--- src/rtl/traffic_conflict_monitor.sv ---
// Safety stage behind traffic_light: registers the six lamp requests, screens them for conflicting,
// illegal or short-yellow patterns, and latches into flashing yellow on a confirmed fault.
module traffic_conflict_monitor #(
  parameter int unsigned FLASH_HALF_CYCLES   = 8000000,
  parameter int unsigned FAULT_FILTER_CYCLES = 2,
  parameter int unsigned MIN_YELLOW_CYCLES   = 48000000
) (
  input  logic       clk,
  input  logic       rst,
  input  logic       in_red1,
  input  logic       in_yellow1,
  input  logic       in_green1,
  input  logic       in_red2,
  input  logic       in_yellow2,
  input  logic       in_green2,
  output logic       lamp_red1,
  output logic       lamp_yellow1,
  output logic       lamp_green1,
  output logic       lamp_red2,
  output logic       lamp_yellow2,
  output logic       lamp_green2,
  output logic       fault,
  output logic [1:0] fault_code
);

  localparam int unsigned FW = $clog2(FLASH_HALF_CYCLES + 1);
  localparam int unsigned TW = $clog2(FAULT_FILTER_CYCLES + 1);
  localparam int unsigned YW = $clog2(MIN_YELLOW_CYCLES + 1);

  localparam logic [FW-1:0] FlashLast = FW'(FLASH_HALF_CYCLES - 1);
  localparam logic [TW-1:0] FiltMax   = TW'(FAULT_FILTER_CYCLES);
  localparam logic [TW-1:0] FiltLast  = TW'(FAULT_FILTER_CYCLES - 1);
  localparam logic [YW-1:0] YelMin    = YW'(MIN_YELLOW_CYCLES);

  // Lamp vector order: {red1, yellow1, green1, red2, yellow2, green2}
  localparam logic [5:0] AllRed = 6'b100_100;

  localparam logic [1:0] CodeConflict = 2'd1;
  localparam logic [1:0] CodeIllegal  = 2'd2;
  localparam logic [1:0] CodeShortYel = 2'd3;

  typedef enum logic {StNormal, StFlash} state_e;

  state_e          state_q, state_d;
  logic [5:0]      in_q, lamp_q, lamp_d;
  logic [1:0]      code_q, code_d;
  logic            phase_q, phase_d;
  logic [FW-1:0]   fcnt_q, fcnt_d;
  logic [TW-1:0]   filt_q, filt_d;
  logic [YW-1:0]   ycnt1_q, ycnt1_d, ycnt2_q, ycnt2_d;

  logic illegal, conflict, level, short_yel, level_latch, trip;
  logic [1:0] code_now;

  always_comb begin
    illegal  = !$onehot(in_q[5:3]) || !$onehot(in_q[2:0]);
    conflict = !in_q[5] && !in_q[2];
    level    = illegal || conflict;

    // A non-zero run count means yellow was on last cycle, so yellow low now is a falling edge.
    short_yel = (!in_q[4] && (ycnt1_q != '0) && (ycnt1_q < YelMin)) ||
                (!in_q[1] && (ycnt2_q != '0) && (ycnt2_q < YelMin));

    ycnt1_d = !in_q[4] ? '0 : (ycnt1_q == YelMin) ? YelMin : ycnt1_q + 1'b1;
    ycnt2_d = !in_q[1] ? '0 : (ycnt2_q == YelMin) ? YelMin : ycnt2_q + 1'b1;

    filt_d      = !level ? '0 : (filt_q == FiltMax) ? FiltMax : filt_q + 1'b1;
    level_latch = level && (filt_q >= FiltLast);
    trip        = level_latch || short_yel;

    code_now = illegal ? CodeIllegal : conflict ? CodeConflict : CodeShortYel;
  end

  always_comb begin
    state_d = state_q;
    code_d  = code_q;
    lamp_d  = lamp_q;
    phase_d = phase_q;
    fcnt_d  = fcnt_q;
    unique case (state_q)
      StNormal: begin
        if (trip) begin
          state_d = StFlash;
          code_d  = code_now;
          phase_d = 1'b1;
          fcnt_d  = '0;
        end else if (!level) begin
          // Pending level faults freeze the lamps so a bad pattern never reaches them.
          lamp_d = in_q;
        end
      end
      StFlash: begin
        if (fcnt_q == FlashLast) begin
          fcnt_d  = '0;
          phase_d = !phase_q;
        end else begin
          fcnt_d = fcnt_q + 1'b1;
        end
      end
      default: state_d = StNormal;
    endcase
  end

  always_ff @(posedge clk or posedge rst) begin
    if (rst) begin
      state_q <= StNormal;
      in_q    <= AllRed;
      lamp_q  <= AllRed;
      code_q  <= '0;
      phase_q <= 1'b0;
      fcnt_q  <= '0;
      filt_q  <= '0;
      ycnt1_q <= '0;
      ycnt2_q <= '0;
    end else begin
      state_q <= state_d;
      in_q    <= {in_red1, in_yellow1, in_green1, in_red2, in_yellow2, in_green2};
      lamp_q  <= lamp_d;
      code_q  <= code_d;
      phase_q <= phase_d;
      fcnt_q  <= fcnt_d;
      filt_q  <= filt_d;
      ycnt1_q <= ycnt1_d;
      ycnt2_q <= ycnt2_d;
    end
  end

  always_comb begin
    fault        = (state_q == StFlash);
    fault_code   = code_q;
    lamp_red1    = !fault && lamp_q[5];
    lamp_yellow1 = fault ? phase_q : lamp_q[4];
    lamp_green1  = !fault && lamp_q[3];
    lamp_red2    = !fault && lamp_q[2];
    lamp_yellow2 = fault ? phase_q : lamp_q[1];
    lamp_green2  = !fault && lamp_q[0];
  end

endmodule

--- config.mk ---
export PLATFORM = sky130hd
export DESIGN_NAME = traffic_conflict_monitor
export DESIGN_NICKNAME = d
export VERILOG_FILES = /design/src/rtl/traffic_conflict_monitor.sv
export SDC_FILE = /design/constraint.sdc
export NUM_CORES = 1
export LEC_CHECK = 0
export BUFFER_PORTS_ARGS = -buffer_cell sky130_fd_sc_hd__buf_4
export CAP_MARGIN = 40
export CORE_ASPECT_RATIO = 0.7
export CORE_MARGIN = 2
export CORE_UTILIZATION = 39
export DETAILED_ROUTE_END_ITERATION = 6
export GPL_ROUTABILITY_DRIVEN = 1
export PLACE_DENSITY = 0.55
export SLEW_MARGIN = 20
export SYNTH_ARGS = -nofsm -noshare
export SYNTH_HDL_FRONTEND = slang
export SYNTH_SLANG_ARGS = --single-unit
--- constraint.sdc ---
create_clock -name clk -period 3.36 [get_ports clk]
set_input_delay 0.504 -clock clk [delete_from_list [all_inputs] [get_ports clk]]
set_output_delay 0.504 -clock clk [all_outputs]
set_load 0.01 [all_outputs]
==> metrics, run 1 <==
drt initial violations=between 200 and 300; most common cell after layout, fill and taps aside=dfrtp_1; number of synthesized flops with an enable pin=0; CTS tree=built; Worst Hold Class=input pin to asynchronous set/reset pin; worst r2r path cells=8; syn_area_per_cell=between 9 and 10 sq um; die area=about 0.013 sq mm; CTS hold repair buffers=0; status=finished clean; CP endpoint kind=flip-flop; fmax=~0.33 GHz; pwr/cell area=492.6 mW/mm^2; CP arrival=3.25 ns; synthesized flop and latch total=93; Total GRT Usage=between 15 and 20%; drt first pass iters=6; die height=roughly 96 um; H-Tree Depth=3; Tmin final=~3 ns; Setup Fix Bufs, Post-CTS=0; relative slew slack=approximately 48%; CTS Buf Count=9; insertion delay to the later sink of the worst-skew pair=between 0.3 and 0.4 ns; clock skew=roughly 0.0095 ns; Reg2Reg Setup Slack=approximately 0.36 ns; fin crit share=about nine tenths; average vias per placed instance=approximately 5.3; initial antenna violation count=0; Port Buffers=16; CP startpoint kind=flip-flop; WS Path Type=flip-flop to flip-flop; largest net degree at the start of global routing=54; FILL cells=between 1,000 and 1,500; Seq/Total Area, Yosys=49.27%; deepest clock path buffer count=2; Die Span X=135.7 um; WP data required=between 3 and 4 ns; Routed Antenna Nets=0; Synth cell types=53; Mapped Area=between 0.004 and 0.005 sq mm; Total Wirelength=10.08 mm; RSZ-0062 raised after global routing=no; maximum VDD drop=between 0.2 and 0.3 mV; GP Congestion=roughly 0.83; setup TNS=0 ns; first-pass GRT wire length=17.22 mm; Leakage=roughly 2.3 nW; row cnt=33; Slew @ Worst Pin=0.7726 ns; DRC=0; Reg-to-Reg End=fcnt_q[11]$_DFFE_PP0P_; Sink Count=93; Nets=~530; IO Count=17; Initial Util=40.22%; core area=~0.012 sq mm; GRT overflow=0; Root Driver=clkbuf_16; n_diodes=0; via count of the routed design=between 3,000 and 4,000; max_cap viols=0; warning count from the yosys run=0; R2R Path Start=in_q[4]$_DFF_PP0_; Most used DFF post-synth=dfrtp_1; Syn Inst Count=between 400 and 500; detailed placement HPWL=approximately 7 mm; Max FO, Critical Path=25; layout cells sized above 1=about an eighth; Max Slew Vio Count=0; Final setup viols=0; WL/cell=approximately 15 um; post-layout util=a little under half; Worst-path clk slew=roughly 0.070 ns; Post-CTS Resized=0; most frequent cells in the layout=dfrtp_1 (89), nor2_1 (57), nand2_1 (49), xor2_1 (31), nand3_1 (29); Fin. Hold Viols=0; via count of the first global-routing pass=3,423; P&R area growth vs syn=14.27%; Synth async-reset ratio=100.0%; net count after synthesis=about 510
## kinds of logic (layout without fill, tap and decap cells)
family | count (synthesis) | after routing | synth area share, %
and+or+nand+nor | 218 | 218 | 23.69
DFF | 93 | 93 | 49.27
AOI/OAI and AO/OA | 79 | 79 | 10.52
buffers and inverters | 46 | 68 | 4.071
xor gates and xnor gates | 43 | 43 | 7.957
muxes | 9 | 9 | 2.062
adders and majority gates | 8 | 8 | 2.432
## through the flow
step / power, mW / std cells / instance area (sq um) / hold slack, ns / worst slack [ns]
2_1_floorplan: 1.481 / 496 / 4733 / 0.4727 / 0.4423
3_3_place_gp: 1.554 / 658 / 5047 / 0.4864 / 0.4435
3_5_place_dp: 1.569 / 658 / 5055 / 0.4928 / 0.3223
4_1_cts: 2.704 / 674 / 5389 / 0.2546 / 0.3339
5_1_grt: 2.815 / 675 / 5409 / 0.008628 / 0.1791
6_report: 2.665 / 675 / 5409 / 0.03042 / 0.3581
## sequential cells by signal, summed over array words and instances (netlist names)
name        flops
lamp_q          6
in_q            6
phase_q         1
fault           1
fcnt_q         23
ycnt1_q        26
fault_code      2
ycnt2_q        26
filt_q          2
## per-layer routing
metal / global-route usage, % / vias up / routed length (um)
li1: - / 1781 / -
met1: 25.79 / 1754 / 5474
met2: 23.74 / 43 / 4143
met3: 4.055 / 8 / 335
met4: 5.295 / 0 / 123
met5: 0 / - / 0
## cells in the mapped netlist, types with 6 or more instances
master,number,area (sq um)
dfrtp_1,89,2227
nor2_1,57,214.0
nand2_1,49,183.9
xor2_1,31,271.5
nand3_1,29,145.1
inv_1,27,101.4
a21oi_1,22,110.1
nand4_1,15,93.84
o21ai_0,15,75.07
a31oi_1,13,81.33
clkbuf_1,12,45.04
nor4_1,12,75.07
xnor2_1,12,105.1
and3_1,9,56.30
nor3_1,9,45.04
or3_1,7,43.79
a41oi_1,6,52.55
ha_1,6,75.07
mux2_2,6,67.56
nor2b_1,6,37.54
## power by group
part	switching [mW]	total, mW	internal (mW)
clock network	0.423	1.12	0.694
registers	0.0734	1.26	1.19
logic	0.161	0.283	0.121
## critical path: stages (launching register included)
cell      delay [ns]
dfrtp_1         0.43
inv_2           0.19
fa_1            0.43
and4bb_2        0.32
a21boi_0        0.43
nor2_1          0.11
or4_1           0.53
buf_4           0.24
a31oi_1         0.22
## how the worst max path moves through the flow
stage	start	end	slack (ns)	depth (start not counted)
floorplan	rst	fault$_DFF_PP0_	0.44	1
global route	in_q[4]$_DFF_PP0_	fcnt_q[6]$_DFFE_PP0P_	0.18	8
finish	in_q[4]$_DFF_PP0_	fcnt_q[11]$_DFFE_PP0P_	0.36	8
detailed placement	in_q[4]$_DFF_PP0_	fcnt_q[6]$_DFFE_PP0P_	0.32	8
CTS	in_q[4]$_DFF_PP0_	fcnt_q[11]$_DFFE_PP0P_	0.33	8
global placement	in_q[4]$_DFF_PP0_	phase_q$_DFFE_PP0P_	0.44	8
## final cells by class
cell class,instances,area (sq um),area share (%)
inverters,28,106.4,1.966
flip-flops and latches,93,2332,43.12
well taps,157,196.4,3.632
clock inverters,5,81.33,1.504
repair buffers,24,205.2,3.794
clock buffers,11,252.7,4.673
multi-input cells,357,2235,41.31
No activity file was read; power rests on OpenSTA's default activity.
==> run 2: changes to the inputs <==
--- a/config.mk
+++ b/config.mk
@@ -5,6 +5,7 @@
 export SDC_FILE = /design/constraint.sdc
 export NUM_CORES = 1
 export LEC_CHECK = 0
+export ABC_AREA = 1
 export BUFFER_PORTS_ARGS = -buffer_cell sky130_fd_sc_hd__buf_4
 export CAP_MARGIN = 40
 export CORE_ASPECT_RATIO = 0.7
==> metrics, run 2 <==
adder-cell area share of the yosys netlist=2.027% (-0.40 points); pwr/cell area=435.8 mW/mm^2 (-12%); Max Slew Vio Count=0 (unchanged); layout cells sized above 1=12.33% (-0.026 points); die area=0.01556 sq mm (+19%); detailed placement HPWL=10.54 mm (+52%); die height=105.0 um (+9.1%); via count of the first global-routing pass=4,684 (+37%); most common cell after layout, fill and taps aside=nand2_1; sequential power share=45.1% (-2.4 points); Fin. Hold Viols=0 (unchanged); pre-CTS setup slack=0.5306 ns (+0.2084 ns); H-Tree Depth=3 (unchanged); area of the multi-input gates=0.002809 sq mm (+26%); average vias per placed instance=5.020 (-5.5%); CP startpoint kind=flip-flop; combinational share of power=14.7% (+4.1 points); drt initial violations=402 (+39%); non-filler cells, final=993 (+47%); status=finished clean; busiest grt layer=met1; Sw Ratio=27.23% (+2.5 points); worst r2r path cells=10 (+2); initial antenna violation count=0 (unchanged); post-synthesis compound-gate area fraction=7.977% (-2.5 points); RSZ-0062 raised after global routing=no; simple-gate share of the synthesized area=36.69% (+13 points); GRT overflow=0 (unchanged); insertion delay to the later sink of the worst-skew pair=0.34 ns (about the same); Sink Count=93 (unchanged); biggest regs=ycnt1_q (26), ycnt2_q (26), fcnt_q (23); CTS hold repair buffers=0 (unchanged); GP Congestion=0.8831 (+6.8%); via count of the routed design=4,985 (+39%); Total GRT Usage=19.06% (+2.1 points); row cnt=36 (+9.1%); FILL cells=1,439 (+26%); Final setup viols=0 (unchanged); Die Span X=148.2 um (+9.2%); Mapped Area=0.005678 sq mm (+20%); most frequent cells after synthesis=nand2_1 (184), inv_1 (116), nor2_1 (102), dfrtp_1 (89), nand3_1 (42); placed cells=977 (+48%); n_diodes=0 (unchanged); Slew @ Worst Pin=0.6585 ns (-0.1141 ns); fin crit share=84.04% (-5.3 points); Critical Path Start=in_q[5]$_DFF_PP1_; WS Path Type=flip-flop to flip-flop; Area contributors post-synth=dfrtp_1 (39%), nand2_1 (12%), inv_1 (7.7%); DRC=0 (unchanged); Post-CTS Resized=0 (unchanged); Reg2Reg Setup Slack=0.54 ns (+0.18 ns); synthesized flop and latch total=93 (unchanged); top-count cell post-synth=nand2_1; Root Driver=clkbuf_16; max_cap viols=0 (unchanged); register area=0.002332 sq mm (unchanged); R2R Path Start=in_q[5]$_DFF_PP1_; WP data required=3.61 ns (about the same); warning count from the yosys run=0 (unchanged); setup TNS=0 ns (unchanged); Syn Inst Count=778 (+57%); Port Buffers=16 (unchanged); net count after synthesis=794 (+55%); final setup margin=0.5362 ns (+0.1781 ns); Worst-path clk slew=0.07 ns (about the same); IO Count=17 (unchanged); largest area contributor in the netlist=dfrtp_1; CP endpoint kind=flip-flop; core area=0.01405 sq mm (+19%); clock power share=40.2% (-1.7 points); Pint=2.010 mW (+0.20%); fmax=0.3541 GHz (+6.3%); Max FO, Critical Path=23 (-8.0%); Total Wirelength=13.92 mm (+38%); CP arrival=3.07 ns (-0.18 ns); critical path endpoint=fcnt_q[21]$_DFFE_PP0P_; drt first pass iters=5 (-1); GR Util met3=5.764% (+1.7 points); Reg-to-Reg End=fcnt_q[21]$_DFFE_PP0P_; Nets=814 (+54%); met2 Use GR=24.74% (+1.0 points); first-pass GRT wire length=23.64 mm (+37%); Most used DFF post-synth=dfrtp_1; Routed Antenna Nets=0 (unchanged); relative slew slack=56.10% (+8.1 points); Synth cell types=40 (-25%); Synth async-reset ratio=100.0% (unchanged); syn_area_per_cell=7.298 sq um (-24%); deepest clock path buffer count=2 (unchanged); CTS Buf Count=9 (unchanged); P&R area growth vs syn=11.64%; Seq/Total Area, Yosys=41.08% (-8.2 points); CTS tree=built; clock skew=0.01149 ns (+0.001952 ns); Worst Hold Class=input pin to asynchronous set/reset pin; main combinational cell family by area after synthesis=simple AND/OR/NAND/NOR gates; Tmin final=2.824 ns (-0.1781 ns); Initial Util=40.40% (+0.18 points); Psw=0.7521 mW (+14%); Leakage=2.876 nW (+23%); met1 usage=30.69% (+4.9 points); Post-Synth XOR/XNOR Area=2.777% (-5.2 points); most frequent cells in the layout=nand2_1 (184), inv_1 (115), nor2_1 (102), dfrtp_1 (89), nand3_1 (42); multiplexer share of the synthesized area=0% (-2.1 points); Setup Fix Bufs, Post-CTS=0 (unchanged); post-synth top area share=39.22% (-7.8 points); largest net degree at the start of global routing=51 (-5.6%); number of synthesized flops with an enable pin=0 (unchanged); maximum VDD drop=0.2470 mV (-11%); WL/cell=14.02 um (-6.1%)
==> run 2: cell types whose count changed after synthesis, moves of 15 or more <==
cell / change
nand4_1: +21
nor3_1: +19
nor2_1: +45
xor2_1: -15
nand2_1: +135
inv_1: +89
==> run 2: per-stage QoR <==
stage | total power [mW] | util (%) | instance area (sq um) | hold WS (ns)
detailed placement | 1.674 | 42.83 | 6020 | 0.4606
global route | 2.921 | 45.10 | 6339 | 0.2512
floorplan | 1.564 | - | 5678 | 0.4419
finish | 2.763 | 45.10 | 6339 | 0.2605
CTS | 2.792 | 45.10 | 6339 | 0.2567
global placement | 1.665 | 42.83 | 6020 | 0.4625
==> run 2: area by class of cell <==
cell class              instances  share of cell area (%)
well taps                     190                   3.750
repair buffers                 19                   2.448
inverters                     128                   7.659
clock buffers                  13                   3.948
flip-flops and latches         93                   36.79
clock inverters                 3                   1.086
multi-input cells             547                   44.31
==> run 2: cells by family (layout without fill, tap and decap cells) <==
family                   Yosys count  in the layout
AO/OA/AOI/OAI                     78             78
XOR/XNOR                          18             18
adder cells (fa/ha/maj)            8              8
buffers and inverters            138            163
flip-flops                        93             93
AND/OR/NAND/NOR                  443            443
==> run 2: metal layers <==
metal,vias up,routed length (um)
li1,2524,-
met1,2351,7717
met2,103,5216
met3,7,887
met4,0,100
met5,-,0
==> run 2: how the worst min path moves through the flow <==
stage | startpoint | endpoint | slack (ns)
after floorplan | lamp_q[0]$_DFFE_PP0P_ | lamp_q[0]$_DFFE_PP0P_ | 0.44
after global placement | lamp_q[2]$_DFFE_PP1P_ | lamp_q[2]$_DFFE_PP1P_ | 0.46
after detailed placement | lamp_q[4]$_DFFE_PP0P_ | lamp_q[4]$_DFFE_PP0P_ | 0.46
after CTS | in_red2 | in_q[2]$_DFF_PP1_ | 0.26
after global routing | in_red2 | in_q[2]$_DFF_PP1_ | 0.25
final | rst | ycnt1_q[11]$_DFF_PP0_ | 0.26
==> run 2: power groups by stage <==
stage                     Combinational [mW]  Clock (mW)  Sequential, mW
after floorplan                        0.310           0            1.25
after global placement                 0.400           0            1.26
after detailed placement               0.410           0            1.26
after CTS                              0.410        1.14            1.25
after global routing                   0.470        1.19            1.26
final                                  0.406        1.11            1.25
==> run 2: worst max-delay path: stages, from the launching register on <==
cell      delay [ns]
dfstp_2         0.57
inv_1           0.06
fa_1            0.43
nor2_1          0.12
nand3_1         0.12
o21bai_1        0.23
nand2_1         0.14
inv_1           0.06
nor2_2          0.13
nand3_2         0.50
o21ai_0         0.38
